<file path="config.mk">
export PLATFORM = sky130hd
export DESIGN_NAME = csr_access_unit
export DESIGN_NICKNAME = d
export VERILOG_FILES = /design/src/rtl/csr_acu_pkg.sv /design/src/rtl/csr_acu_alu.sv /design/src/rtl/csr_access_unit.sv
export SDC_FILE = /design/constraint.sdc
export NUM_CORES = 1
export LEC_CHECK = 0
export ABC_AREA = 1
export CORE_UTILIZATION = 45
export DETAILED_ROUTE_END_ITERATION = 10
export PLACE_DENSITY = 0.8
export SYNTH_ARGS = -nofsm -noshare
export SYNTH_HDL_FRONTEND = slang
export SYNTH_HIERARCHICAL = 1
export SYNTH_SLANG_ARGS = --single-unit
</file>
<file path="constraint.sdc">
create_clock -name clk_i -period 8.4 [get_ports clk_i]
set_input_delay 0.84 -clock clk_i [delete_from_list [all_inputs] [get_ports clk_i]]
set_output_delay 0.84 -clock clk_i [all_outputs]
set_load 0.1 [all_outputs]
</file>
<file path="src/rtl/csr_acu_pkg.sv">
// rtl/csr_acu_pkg.sv - shared op encodings, FSM state type and address constants for csr_access_unit
package csr_acu_pkg;

  typedef enum logic [1:0] {
    OP_RSV = 2'b00,
    OP_RW  = 2'b01,
    OP_RS  = 2'b10,
    OP_RC  = 2'b11
  } csr_op_e;

  typedef enum logic [1:0] {
    ST_IDLE  = 2'b00,
    ST_READ  = 2'b01,
    ST_WRITE = 2'b10,
    ST_RESP  = 2'b11
  } acu_state_e;

  // addr[11:10] value marking the read-only CSR space
  localparam logic [1:0] RO_ADDR_FIELD = 2'b11;

endpackage

</file>
<file path="src/rtl/csr_acu_alu.sv">
// rtl/csr_acu_alu.sv - combinational new-value computation for CSR read-write, read-set and read-clear
module csr_acu_alu
  import csr_acu_pkg::*;
#(
  parameter int C_XLEN = 32
) (
  input  csr_op_e           op_i,
  input  logic [C_XLEN-1:0] old_i,
  input  logic [C_XLEN-1:0] operand_i,
  output logic [C_XLEN-1:0] new_o
);

  always_comb begin
    new_o = operand_i;
    case (op_i)
      OP_RS:   new_o = old_i | operand_i;
      OP_RC:   new_o = old_i & ~operand_i;
      default: new_o = operand_i;
    endcase
  end

endmodule

</file>
<file path="src/rtl/csr_access_unit.sv">
// rtl/csr_access_unit.sv - CSR read-modify-write sequencer (IDLE/READ/WRITE/RESP)
// Optional CSR_ACU_RO_TRAP_EN: trap writes to the read-only address space locally.
module csr_access_unit
  import csr_acu_pkg::*;
#(
  parameter int C_XLEN = 32
) (
  input  logic              clk_i,
  input  logic              reset_i,
  input  logic              clk_en_i,
  input  logic              req_i,
  output logic              req_ready_o,
  input  logic [1:0]        op_i,
  input  logic              imm_i,
  input  logic [11:0]       addr_i,
  input  logic [C_XLEN-1:0] rs1_data_i,
  input  logic [4:0]        zimm_i,
  input  logic              rs1_zero_i,
  input  logic              rd_zero_i,
  output logic              rsp_valid_o,
  input  logic              rsp_ready_i,
  output logic [C_XLEN-1:0] rsp_data_o,
  output logic              rsp_exc_o,
  output logic              csr_rd_o,
  output logic [11:0]       csr_rd_addr_o,
  input  logic [C_XLEN-1:0] csr_rd_data_i,
  output logic              csr_wr_o,
  output logic [11:0]       csr_wr_addr_o,
  output logic [C_XLEN-1:0] csr_wr_data_o,
  input  logic              csr_illegal_rd_i,
  input  logic              csr_illegal_wr_i
);

  acu_state_e        state_q;
  csr_op_e           op_q;
  logic [11:0]       addr_q;
  logic [C_XLEN-1:0] operand_q;
  logic [C_XLEN-1:0] wdata_q;
  logic [C_XLEN-1:0] rdata_q;
  logic              operand_nz_q;
  logic              rd_zero_q;
  logic              exc_q;

  logic              rd_en;
  logic              wr_en;
  logic              ro_hit;
  logic              exc_now;
  logic [C_XLEN-1:0] new_val;

  // RW into x0 has no architectural read; RS/RC with a zero operand must not write
  assign rd_en = !(op_q == OP_RW && rd_zero_q);
  assign wr_en = (op_q == OP_RW) || operand_nz_q;

`ifdef CSR_ACU_RO_TRAP_EN
  assign ro_hit = wr_en && (addr_q[11:10] == RO_ADDR_FIELD);
`else
  assign ro_hit = 1'b0;
`endif

  assign exc_now = (rd_en && csr_illegal_rd_i) || (wr_en && csr_illegal_wr_i) || ro_hit;

  csr_acu_alu #(.C_XLEN(C_XLEN)) u_alu (
    .op_i      (op_q),
    .old_i     (csr_rd_data_i),
    .operand_i (operand_q),
    .new_o     (new_val)
  );

  always_ff @(posedge clk_i or posedge reset_i) begin
    if (reset_i) begin
      state_q      <= ST_IDLE;
      op_q         <= OP_RSV;
      addr_q       <= '0;
      operand_q    <= '0;
      wdata_q      <= '0;
      rdata_q      <= '0;
      operand_nz_q <= 1'b0;
      rd_zero_q    <= 1'b0;
      exc_q        <= 1'b0;
    end else if (clk_en_i) begin
      case (state_q)
        ST_IDLE: begin
          if (req_i) begin
            op_q         <= csr_op_e'(op_i);
            addr_q       <= addr_i;
            operand_q    <= imm_i ? {{(C_XLEN-5){1'b0}}, zimm_i} : rs1_data_i;
            operand_nz_q <= imm_i ? (zimm_i != 5'd0) : !rs1_zero_i;
            rd_zero_q    <= rd_zero_i;
            rdata_q      <= '0;
            exc_q        <= (csr_op_e'(op_i) == OP_RSV);
            state_q      <= (csr_op_e'(op_i) == OP_RSV) ? ST_RESP : ST_READ;
          end
        end
        ST_READ: begin
          exc_q   <= exc_now;
          rdata_q <= (rd_en && !exc_now) ? csr_rd_data_i : '0;
          wdata_q <= new_val;
          state_q <= (exc_now || !wr_en) ? ST_RESP : ST_WRITE;
        end
        ST_WRITE: state_q <= ST_RESP;
        ST_RESP: begin
          if (rsp_ready_i) state_q <= ST_IDLE;
        end
        default: state_q <= ST_IDLE;
      endcase
    end
  end

  assign req_ready_o   = (state_q == ST_IDLE);
  assign rsp_valid_o   = (state_q == ST_RESP);
  assign rsp_data_o    = rdata_q;
  assign rsp_exc_o     = exc_q;
  assign csr_rd_o      = (state_q == ST_READ) && clk_en_i && rd_en;
  assign csr_rd_addr_o = addr_q;
  assign csr_wr_o      = (state_q == ST_WRITE) && clk_en_i;
  assign csr_wr_addr_o = addr_q;
  assign csr_wr_data_o = wdata_q;

endmodule

</file>
==> out/metrics.yaml, run 1 <==
status: "completed"
initial_core_util: 0.465
post_cts_buffers: 0
wl_um: 14500
grt-ovfl-total: 0
worst_slew_pin_slew_ps: 1180
drive_above_1_share: 0.0593
drc: 0
setup_viol_count_final: 0
track_usage: 0.246
final-instance-count-excl-fill: 1003
grt_pass1_wl_um: 23800
ys_ff_latch: 115
cp-end-kind: "output port"
cts.repair.resized: 0
ys_types: 24
grt_start_max_net_pins: 61
clkLatencyLatePin_ps: 410
core_area_um2: 11500
nets: 948
place_worst_setup_slack_ps: 3330
cts_buffer_depth: 2
die-area_um2: 12300
gp_congestion: 0.781
h-tree-depth: 4
crit_fanout: 33
cp.required_ps: 7560
critPathLaunch: "clk_en_i"
postSynthAreaPerCell_um2: 7.78
cp.arrival_ps: 4240
hp-class: "reg2reg"
synth_edf_count: 0
period_minus_slack_ps: 5080
syn_area_um2: 5330
finalClockSkew_ps: 12.8
ys_top_cells_by_count: "nand2_1, dfrtp_1, nand3_1"
die_w_um: 111
dp_cells: 974
io_buffers: 185
ant_nets: 0
async_reset_ff_frac: 1.00
r2r_slack_ps: 5640
cts_hold_buf: 0
synth_area_leaders: "dfrtp_1, nand2_1, nand3_1"
antenna_found_initial: 0
drt-wirelength-per-cell_um: 14.4
maxSlewHeadroom: 0.211
yosysMostFrequentCell: "nand2_1"
finalCritPeriodShare: 0.605
layout_setup_ws_ps: 3320
yosys_warnings: 6
die_h_um: 111
rr_startpoint: "state_q[1]"
finalMaxSlewViolations: 0
fmax_mhz: 197
synth-seq-area-share: 0.540
critPathLaunchType: "input port"
vias: 4955
area_growth_syn_to_layout_pct: 44.4
cts.reportedPaths.clkPinSlew_ps: 50
synthFlopType: "dfrtp_1"
cap_violations: 0
synth_nets: 784
dr.pass1.iters: 5
syn_inst: 686
hold_violations: 0
grt_pass1_vias: 4963
fin_tns_setup_ps: 0
clkSinkCount: 115
place_hpwl_um: 9660
yosys.area.top_type: "dfrtp_1"
root_buffer: "clkbuf_16"
cts-buffers-inserted: 17
synth.top_cell.area_share: 0.540
viasPerCell: 4.94
rows: 39
rsz0062_at_grt: "no"
initialDrtViolationCount: 317
cts_tree: "yes"
worstSetupPathType: "in2out"
antenna_cells: 0
boundaryPins: 186
hold_start: "rsp_data_o[23]"
==> stage by stage <==
stage          area [µm²]   util  hold slack (ps)
2_1_floorplan        5330      -              443
3_3_place_gp         7140  0.623              455
3_5_place_dp         7140  0.623              465
4_1_cts              7700  0.672              479
5_1_grt              7700  0.672              484
6_report             7700  0.672              475
==> cell usage in the layout (no fill, tap or decap), drive strengths merged <==
cell type	n
ha	5
clkinv	4
o21a	1
mux2	1
nand4	1
nor3	2
a21oi	1
nand3	62
inv	51
o21ai	13
clkdlybuf4s50	185
bufinv	2
nand2	382
nor2	7
buf	4
dfrtp	115
clkbuf	23
o31ai	1
==> layout make-up <==
class                           instances  area (µm²)
Tap cell                              143         179
Inverter                               51         194
Clock inverter                          6        80.1
Timing Repair Buffer                  189        1880
Sequential cell                       115        2880
Clock buffer                           23         478
Multi-Input combinational cell        476        2010
Fill cell                             929        3760
==> metal layers <==
| metal | routed length [µm] | global-route usage | part of all wire |
|---|---|---|---|
| met1 | 6110 | 0.303 | 0.42 |
| met2 | 7250 | 0.414 | 0.50 |
| met3 | 790 | 0.0590 | 0.055 |
| met4 | 320 | 0.100 | 0.022 |
| met5 | 0 | 0 | 0 |
==> registers in the layout (all words and copies together) (netlist names) <==
| register | count |
|---|---|
| rsp_exc_o | 1 |
| rsp_data_o | 32 |
| operand_q | 32 |
| csr_rd_addr_o | 12 |
| state_q | 2 |
| op_q | 2 |
| csr_wr_data_o | 32 |
| rd_zero_q | 1 |
| operand_nz_q | 1 |
==> cell families (layout without fill, tap and decap cells) <==
logic type,count (synthesis),after routing,share of synthesized area
buf+inv,95,269,0.0854
fa+ha+maj,5,5,0.0117
compound gates,16,16,0.0160
mux,1,1,0.00211
flops,115,115,0.540
simple gates,454,454,0.345
==> critical path: stages <==
cell and delay [ps]:
clkdlybuf4s50_1 520, nand2_1 710, inv_2 820, nand2_1 120, inv_1 70, clkdlybuf4s50_1 1130
==> worst paths after layout <==
check | to | cells after the start
min | rsp_data_o[23] | 2
max | csr_rd_o | 6
min reg2reg | rsp_data_o[23] | 2
min in group asynchronous | rsp_data_o[2] | 2
max in group asynchronous | csr_rd_addr_o[11] | 3
max reg2reg | csr_wr_data_o[18] | 6
Power of run 1 is not shown: default switching activity piles up to over one toggle a cycle in this logic, so the estimate is an artifact.
==> inputs of run 2 (changes only) <==
--- a/config.mk
+++ b/config.mk
@@ -6,9 +6,9 @@
 export NUM_CORES = 1
 export LEC_CHECK = 0
 export ABC_AREA = 1
-export CORE_UTILIZATION = 45
+export CORE_UTILIZATION = 41
 export DETAILED_ROUTE_END_ITERATION = 10
-export PLACE_DENSITY = 0.8
+export PLACE_DENSITY = 0.77
 export SYNTH_ARGS = -nofsm -noshare
 export SYNTH_HDL_FRONTEND = slang
 export SYNTH_HIERARCHICAL = 1
==> constraint.sdc (replaced) <==
create_clock -name clk_i -period 4.22 [get_ports clk_i]
set_input_delay 0.422 -clock clk_i [delete_from_list [all_inputs] [get_ports clk_i]]
set_output_delay 0.422 -clock clk_i [all_outputs]
set_load 0.1 [all_outputs]
==> run 2 against run 1 <==
Net effect:
- clock-buffer cell count is 3 higher
- hold slack worse by 2.6 ps
- critical path depth is 2 higher
- non-clock buffer count is 1 higher
- final area is 0.65% higher
- clock skew is 7.0 ps lower
- die area is 9.6% higher
- global-route usage is 1.7 points lower
- cell count is 3.2% higher
- first-iteration DRC count is 6.6% lower
- via count is 4.2% lower
==> out/metrics.yaml, run 2 (synthesis gave the netlist of run 1 again) <==
status: "completed"
finalCritPeriodShare: 0.706
initial_core_util: 0.421  # -0.0442
period_minus_slack_ps: 2980
antenna_found_initial: 0  # unchanged
grt_start_max_net_pins: 71  # +16%
fmax_mhz: 336
cts_buffer_depth: 2  # unchanged
worstSetupPathType: "reg2out"
initialDrtViolationCount: 296  # -6.6%
die_w_um: 116  # +4.7%
grt_pass1_vias: 4680  # -5.7%
crit_fanout: 33  # unchanged
cp.required_ps: 3800  # -3760 ps
antenna_cells: 0  # unchanged
boundaryPins: 186  # unchanged
maxSlewHeadroom: 0.319  # +0.108
r2r_cells: 7  # +1
grt-ovfl-total: 0  # unchanged
worst_slew_pin_slew_ps: 1020  # -163 ps
cap_violations: 0  # unchanged
seq_area_um2: 2880  # unchanged
crit_cells: 8  # +2
die-area_um2: 13500  # +9.6%
cp.arrival_ps: 2560  # -1680 ps
hp-class: "reg2reg"
wl_um: 14300  # -0.91%
dr.pass1.iters: 6  # +1
endpoint: "csr_rd_o"
rows: 41  # +5.1%
ant_nets: 0  # unchanged
core_area_um2: 12700  # +10%
drc: 0  # unchanged
crit_chain: "inv_1 > ha_1 > nand2_1 > buf_4 > inv_2 > nand2_1 > inv_1 > buf_12"
grt_pass1_wl_um: 23200  # -2.7%
vias: 4745  # -4.2%
cp-end-kind: "output port"
place_hpwl_um: 9100  # -5.8%
cts_tree: "yes"
die_h_um: 116  # +4.7%
drive_above_1_share: 0.0614  # +0.00211
cts_hold_buf: 0  # unchanged
layout_commonest_cell: "nand2_1"
viasPerCell: 4.58  # -7.2%
nets: 949  # +0.11%
finalMaxSlewViolations: 0  # unchanged
final_cell_mix: "nand2_1, clkdlybuf4s50_1, dfrtp_1"
cts.repair.resized: 0  # unchanged
post_cts_buffers: 0  # unchanged
r2r_slack_ps: 1910  # -3730 ps
rr_startpoint: "state_q[0]"
setup_viol_count_final: 0  # unchanged
cts.reportedPaths.clkPinSlew_ps: 50  # about the same
root_buffer: "clkbuf_16"
multiInputGateArea_um2: 2020  # +0.25%
layout_setup_ws_ps: 1240  # -2080 ps
place_worst_setup_slack_ps: 1560  # -1770 ps
cp_slowest_cell: "inv_2"
critPathLaunch: "state_q[1]"
clkLatencyLatePin_ps: 410  # about the same
critPathMaxStageDelay_ps: 520  # -610 ps
clkSinkCount: 115  # unchanged
io_buffers: 185  # unchanged
finalClockSkew_ps: 5.75  # -7.03 ps
cts-buffers-inserted: 17  # unchanged
cp.buffers_inverters: 5  # +1
rsz0062_at_grt: "no"
fin_tns_setup_ps: 0  # unchanged
fill_cells: 1131  # +22%
track_usage: 0.229  # -0.0171
h-tree-depth: 4  # unchanged
area_growth_syn_to_layout_pct: 45.3
cp_top_family: "buffers and inverters"
r2r_end: "rsp_data_o[26]"
hold_violations: 0  # unchanged
critPathLaunchType: "flop"
drt-wirelength-per-cell_um: 13.9  # -4.0%
gp_congestion: 0.806  # +3.2%
[run 2: per-stage QoR]
| stage | area [µm²] | instances | utilization | hold WS (ps) |
|---|---|---|---|---|
| 4_1_cts | 7750 | 1035 | 0.612 | 478 |
| 5_1_grt | 7750 | 1035 | 0.612 | 497 |
| 3_5_place_dp | 7200 | 1004 | 0.568 | 465 |
| 3_3_place_gp | 7200 | 1004 | 0.568 | 456 |
| 6_report | 7750 | 1035 | 0.612 | 472 |
| 2_1_floorplan | 5330 | 686 | - | 443 |
[run 2: layer usage]
| layer | share of wire | GRT usage | up-vias |
|---|---|---|---|
| met2 | 0.48 | 0.371 | 127 |
| met4 | 0.0088 | 0.0863 | 0 |
| li1 | - | - | 2407 |
| met5 | 0 | 0 | - |
| met3 | 0.055 | 0.0560 | 11 |
| met1 | 0.46 | 0.297 | 2200 |
[run 2: worst min-delay path by stage]
stage                     slack (ps)             end  cells past startpoint           start
after global placement           460       rd_zero_q                      2       rd_zero_q
after floorplan                  440       rd_zero_q                      2       rd_zero_q
final                            470       rd_zero_q                      2       rd_zero_q
after detailed placement         460       rd_zero_q                      2       rd_zero_q
after global routing             500  rsp_data_o[23]                      2  rsp_data_o[23]
after CTS                        480       rd_zero_q                      2       rd_zero_q
[run 2: worst register-to-register path, stage by stage, from the launching register on]
cell	delay [ps]
dfrtp_1	400
inv_1	110
ha_1	290
a21oi_1	400
nand2_1	160
nor2_4	630
nand2_1	150
nand2_1	100
[run 2: cell type report]
cell class	instances	share of cell area
well taps	172	0.0278
clock inverters	5	0.00646
repair buffers	190	0.245
flip-flops and latches	115	0.371
clock buffers	26	0.0644
inverters	51	0.0250
multi-input cells	476	0.260
Power of run 2 is left out for the same reason.
